## src/rtl/perceptron_pkg.sv

```systemverilog
// Shared types and constants for the perceptron scheduler and its clients.
package perceptron_pkg;

  localparam logic [1:0] CLASS_NOTHING = 2'd0;
  localparam logic [1:0] CLASS_CIRCLE  = 2'd1;
  localparam logic [1:0] CLASS_CROSS   = 2'd2;
  localparam logic [1:0] CLASS_NA      = 2'd3;

  typedef enum logic [1:0] {
    S_IDLE,
    S_RUN,
    S_DONE
  } sched_state_t;

  localparam logic [24:0] CIRCLE_PAT = 25'h0454544;
  localparam logic [24:0] CROSS_PAT  = 25'h1151151;

endpackage

```

## src/rtl/perceptron_sched_rr_arbiter.sv

```systemverilog
// Combinational round-robin pick: first set req bit after ptr, wrapping around.
module rr_arbiter #(
  parameter int unsigned N  = 4,
  parameter int unsigned IW = $clog2(N)
) (
  input  logic [N-1:0]  req,
  input  logic [IW-1:0] ptr,
  output logic [N-1:0]  grant,
  output logic [IW-1:0] idx,
  output logic          valid
);

  logic [IW-1:0] pos;

  always_comb begin
    grant = '0;
    idx   = '0;
    valid = 1'b0;
    pos   = '0;
    for (int unsigned off = 1; off <= N; off++) begin
      pos = IW'((32'(ptr) + off) % N);
      if (!valid && req[pos]) begin
        grant[pos] = 1'b1;
        idx        = pos;
        valid      = 1'b1;
      end
    end
  end

endmodule

```

## src/rtl/perceptron_sched.sv

```systemverilog
// Shares one perceptron between N_REQ requesters: round-robin grant, guarded
// wait for a fresh ready (min wait + timeout), and one-hot result return.
module perceptron_sched
  import perceptron_pkg::*;
#(
  parameter int unsigned N_REQ    = 4,
  parameter int unsigned WIDTH    = 25,
  parameter int unsigned MIN_WAIT = 6,
  parameter int unsigned TIMEOUT  = 255
) (
  input  logic                   clk,
  input  logic                   rst_n,
  input  logic [N_REQ-1:0]       req,
  input  logic [N_REQ*WIDTH-1:0] req_data,
  output logic [N_REQ-1:0]       gnt,
  output logic [N_REQ-1:0]       rsp_valid,
  output logic [1:0]             rsp_class,
  output logic                   rsp_err,
  output logic                   busy,
  output logic                   p_en,
  output logic [WIDTH-1:0]       p_in,
  input  logic                   p_ready,
  input  logic [1:0]             p_out
);

  localparam int unsigned IW = $clog2(N_REQ);
  localparam int unsigned CW = $clog2(TIMEOUT + 1);

  sched_state_t state, state_next;

  logic [IW-1:0]    ptr, ptr_d, cur_idx, idx_d;
  logic [CW-1:0]    cnt, cnt_d;
  logic [N_REQ-1:0] arb_grant;
  logic [IW-1:0]    arb_idx;
  logic             arb_valid;

  logic [N_REQ-1:0] gnt_d, rsp_valid_d;
  logic [1:0]       rsp_class_d;
  logic             rsp_err_d, busy_d, p_en_d;
  logic [WIDTH-1:0] p_in_d;

  logic ready_ok, timed_out;

  rr_arbiter #(.N(N_REQ), .IW(IW)) u_arb (
    .req   (req),
    .ptr   (ptr),
    .grant (arb_grant),
    .idx   (arb_idx),
    .valid (arb_valid)
  );

  // Ready is only trusted after MIN_WAIT cycles so a level left over from the
  // previous job cannot complete this one.
  assign ready_ok  = p_ready && (cnt >= CW'(MIN_WAIT));
  assign timed_out = (cnt == CW'(TIMEOUT - 1));

  always_comb begin
    state_next = state;
    case (state)
      S_IDLE:  if (arb_valid) state_next = S_RUN;
      S_RUN:   if (ready_ok || timed_out) state_next = S_DONE;
      S_DONE:  state_next = S_IDLE;
      default: state_next = S_IDLE;
    endcase
  end

  // Computes next values for the registered outputs from the current state.
  always_comb begin
    gnt_d       = '0;
    rsp_valid_d = '0;
    rsp_class_d = rsp_class;
    rsp_err_d   = rsp_err;
    p_in_d      = p_in;
    ptr_d       = ptr;
    idx_d       = cur_idx;
    cnt_d       = cnt;
    p_en_d      = (state_next == S_RUN);
    busy_d      = (state_next != S_IDLE);
    case (state)
      S_IDLE: begin
        if (arb_valid) begin
          gnt_d  = arb_grant;
          p_in_d = req_data[arb_idx*WIDTH +: WIDTH];
          ptr_d  = arb_idx;
          idx_d  = arb_idx;
          cnt_d  = '0;
        end
      end
      S_RUN: begin
        cnt_d = cnt + CW'(1);
        if (ready_ok) begin
          rsp_class_d          = p_out;
          rsp_err_d            = 1'b0;
          rsp_valid_d[cur_idx] = 1'b1;
        end else if (timed_out) begin
          rsp_class_d          = CLASS_NA;
          rsp_err_d            = 1'b1;
          rsp_valid_d[cur_idx] = 1'b1;
        end
      end
      default: ;
    endcase
  end

  always_ff @(posedge clk or negedge rst_n) begin
    if (!rst_n) begin
      state     <= S_IDLE;
      ptr       <= IW'(N_REQ - 1);
      cur_idx   <= '0;
      cnt       <= '0;
      gnt       <= '0;
      rsp_valid <= '0;
      rsp_class <= CLASS_NOTHING;
      rsp_err   <= 1'b0;
      busy      <= 1'b0;
      p_en      <= 1'b0;
      p_in      <= '0;
    end else begin
      state     <= state_next;
      ptr       <= ptr_d;
      cur_idx   <= idx_d;
      cnt       <= cnt_d;
      gnt       <= gnt_d;
      rsp_valid <= rsp_valid_d;
      rsp_class <= rsp_class_d;
      rsp_err   <= rsp_err_d;
      busy      <= busy_d;
      p_en      <= p_en_d;
      p_in      <= p_in_d;
    end
  end

endmodule

```

## config.mk

```make
export PLATFORM = sky130hd
export DESIGN_NAME = perceptron_sched
export DESIGN_NICKNAME = d
export VERILOG_FILES = /design/src/rtl/perceptron_pkg.sv /design/src/rtl/perceptron_sched_rr_arbiter.sv /design/src/rtl/perceptron_sched.sv
export SDC_FILE = /design/constraint.sdc
export NUM_CORES = 1
export LEC_CHECK = 0
export BUFFER_PORTS_ARGS = -buffer_cell sky130_fd_sc_hd__buf_4
export CORE_ASPECT_RATIO = 2
export CORE_MARGIN = 2
export CORE_UTILIZATION = 39
export DETAILED_ROUTE_END_ITERATION = 16
export GPL_ROUTABILITY_DRIVEN = 0
export PLACE_DENSITY = 0.77
export RECOVER_POWER = 50
export SYNTH_ARGS = -nofsm -noshare
export SYNTH_HDL_FRONTEND = slang
export SYNTH_HIERARCHICAL = 1
export SYNTH_SLANG_ARGS = --single-unit
```

## constraint.sdc

```tcl
create_clock -name clk -period 3.7 [get_ports clk]
set_input_delay 0.74 -clock clk [delete_from_list [all_inputs] [get_ports clk]]
set_output_delay 0.74 -clock clk [all_outputs]
set_load 0.1 [all_outputs]
```

==> run metrics <==
aggregate global-route resource usage 22.3%; DR pass1 iterations 5; worst hold slack 0.477 ns; hold path depth 2; post-cts sizing count 0; max-cap viol count 1; number of flops mapped to enable cells by yosys 0; critical path start-end classification reg -> reg; number of nets in the synthesized netlist 435; initial DRC count 183; starting utilization of the core area 39.8%; xor and xnor area share after synthesis 0%; Port Buf Inserts 146; synthesis-to-layout area growth 38.3%; Primary FF master, synth sky130_fd_sc_hd__dfrtp_1; die area 9130 um^2; initial antenna violation count 0; power per cell area 1030 nW/um^2; number of vias per cell 5.47; cells along the critical path inv_1 -> ha_1 -> inv_1 -> a311o_1 -> a221oi_4 -> buf_12 -> mux4_2 -> nand2_1 -> nand2_1; Hold Crit Start p_in[6]; core outline area 8170 um^2; minimum clock period 3.31 ns; standby leakage power 0.00216 uW; dominant combinational cell family by area after synthesis simple AND/OR/NAND/NOR gates; portion of the post-synthesis area used by sequential elements 40.1%; clock latency of the later-clocked register in the worst-skew pair 0.29 ns; Critical Path Slowest Stage Cell sky130_fd_sc_hd__dfstp_2; dpl hpwl 7350 um; number of top-level design ports 147; maximum VDD drop 676 uV; final wirelength 9610 um; compound-gate portion of the synthesized area 11.0%; sinks on the clock net 52; nets 572; total number of H-tree levels 2; total of warnings raised by yosys 6; failing checks max-capacitance violations, max-slew violations; unrepaired setup endpoints after global routing false; DR DRC count 0; root buffer cell sky130_fd_sc_hd__clkbuf_16; unique cell type count in the Yosys netlist 48; global-route wire length before repair 15300 um; Setup crit start kind register; maximum root-to-sink buffer count 2; largest fanout on the critical path 26; Worst path max stage delay 0.65 ns; Fin. Hold Viols 0; Slew Limit Headroom -83.4%; maximum number of pins on one net before global-route repair 53; antenna fix cells 0; share of Yosys cell area claimed by the top area cell type 38.5%; proportion of synthesized area in mux cells 20.3%; Synth area leader sky130_fd_sc_hd__dfrtp_1; type of destination of the critical path register; setup fix buffers added after clock tree synthesis 0; maximum clock skew at final layout 0.00566 ns; Avg Cell Area, Syn 10.3 um^2; clk slew on worst S/H paths 0.07 ns; count of hold buffers inserted by post-cts repair 0; Remaining Overflow, GRT 0; worst path required time 3.88 ns; timing-limited maximum frequency 302 MHz; slew at the pin with the worst max-slew slack 2.75 ns; total of flip-flops plus latches after synthesis 52; R2R Setup Slk 0.39 ns; top area cells in the synthesized netlist sky130_fd_sc_hd__dfrtp_1, sky130_fd_sc_hd__mux4_2, sky130_fd_sc_hd__nand2_1; die span in x 68.6 um; total negative slack for setup checks 0 ns; Rows 47; result of the run complete, but fails checks; via count of the first global-routing pass 3170; post-synthesis cell count 316; number of buffers created by CTS 5; Setup violations, final 0; crit path launch ptr[1]; total via count after detailed routing 3022; Hold Path Class reg -> reg; Min-Delay Endpoint p_in[6]; Cell Area, Synth 3250 um^2; Arr. time, crit path 3.48 ns; async set-or-reset flop fraction in the synthesized netlist 100%; antenna-violating nets left 0; Final Slew Violations 53; area fraction in and, or, nand and nor cells after synthesis 20.4%; clock tree from TritonCTS done; post-detailed-route wirelength per cell 17.4 um; capture point of the worst reg-to-reg path p_in[17]; Die Y-Extent 133 um; layout cells sized above 1 38.8%; final cycle utilization of the critical path 89.4%; synthesized-area fraction occupied by adder cells 3.85%; worst-case reg-to-reg path depth 9; R2R Path Start ptr[1]
cell type report:
cell class | instances | area, um^2
tap | 98 | 123
inverter | 10 | 37.5
multi-input combinational | 234 | 1820
fill | 762 | 3680
clock inverter | 2 | 10.0
timing repair buffer | 150 | 1070
sequential | 52 | 1300
clock buffer | 6 | 139
layout by cell type (no fill, tap or decap), drive strengths merged, types with 2 or more instances in the layout:
| cell | n |
|---|---|
| dfstp | 2 |
| nand2 | 98 |
| buf | 131 |
| inv | 10 |
| or3 | 5 |
| nand3 | 5 |
| mux4 | 27 |
| o22a | 2 |
| and3b | 2 |
| nor2 | 11 |
| nand2b | 3 |
| o21ai | 7 |
| and3 | 5 |
| o211ai | 2 |
| clkinv | 2 |
| mux2i | 4 |
| a2111o | 4 |
| ha | 10 |
| o21a | 2 |
| nor3b | 2 |
| a31oi | 5 |
| a211oi | 3 |
| nand4 | 8 |
| o31ai | 6 |
| a21oi | 8 |
| dfrtp | 50 |
| clkbuf | 25 |
where the power goes:
group,total [uW],switching (uW),internal (uW)
Sequential,968,160,808
Combinational,3200,2240,960
Clock,468,201,267
Total,4640,2600,2040
cell usage after synthesis, types with 5 or more instances:
| cell | number |
|---|---|
| sky130_fd_sc_hd__nand2_1 | 98 |
| sky130_fd_sc_hd__dfrtp_1 | 50 |
| sky130_fd_sc_hd__mux4_2 | 27 |
| sky130_fd_sc_hd__nor2_1 | 11 |
| sky130_fd_sc_hd__ha_1 | 10 |
| sky130_fd_sc_hd__inv_1 | 10 |
| sky130_fd_sc_hd__nand4_1 | 8 |
| sky130_fd_sc_hd__a21oi_1 | 7 |
| sky130_fd_sc_hd__buf_2 | 7 |
| sky130_fd_sc_hd__o21ai_0 | 7 |
| sky130_fd_sc_hd__clkbuf_1 | 6 |
| sky130_fd_sc_hd__o31ai_1 | 6 |
| sky130_fd_sc_hd__a31oi_1 | 5 |
| sky130_fd_sc_hd__and3_1 | 5 |
| sky130_fd_sc_hd__nand3_1 | 5 |
metrics by stage:
stage	worst slack [ns]	instance area (um^2)	utilization [%]	total power (uW)	std cells
floorplan	0.187	3250	-	3500	316
global placement	0.529	4440	54.3	4200	544
detailed placement	0.403	4440	54.3	4260	544
CTS	0.390	4590	56.1	4730	552
global route	0.198	4500	55.0	4900	552
finish	0.394	4500	55.0	4640	552
how the worst max path moves through the flow:
stage	endpoint	slack, ns	cells past startpoint
2_1_floorplan	p_in[1]	0.19	14
3_3_place_gp	p_in[23]	0.53	9
3_5_place_dp	p_in[17]	0.40	9
4_1_cts	p_in[17]	0.39	9
5_1_grt	p_in[4]	0.20	9
6_report	p_in[17]	0.39	9
per-layer routing:
layer  track usage, %  vias up  part of all wire (%)
met1             24.1     1454                    36
met5                0        -                     0
met2             40.2      133                    54
li1                 -     1408                     -
met3             2.53       27                   5.3
met4             11.8        0                   4.4
cells by family after synthesis:
group / count (synthesis)
AOI/OAI and AO/OA: 46
adders and majority gates: 10
buffers and inverters: 30
DFF: 52
muxes: 32
and+or+nand+nor: 146
worst max-delay path: cells and delay by family (launching register included):
family	cells	cell delay, ns
buf+inv	3	0.66
fa+ha+maj	1	0.52
simple gates	2	0.18
mux	1	0.52
compound gates	2	0.64
flops	1	0.65
state kept, by name, summed over array words and instances (netlist names):
name and cells:
p_in 25, cnt 8, gnt 4, rsp_valid 4
cur_idx 2, ptr 2, rsp_class 2, state 2
busy 1, p_en 1, rsp_err 1
(Power assumes the default switching activity.)
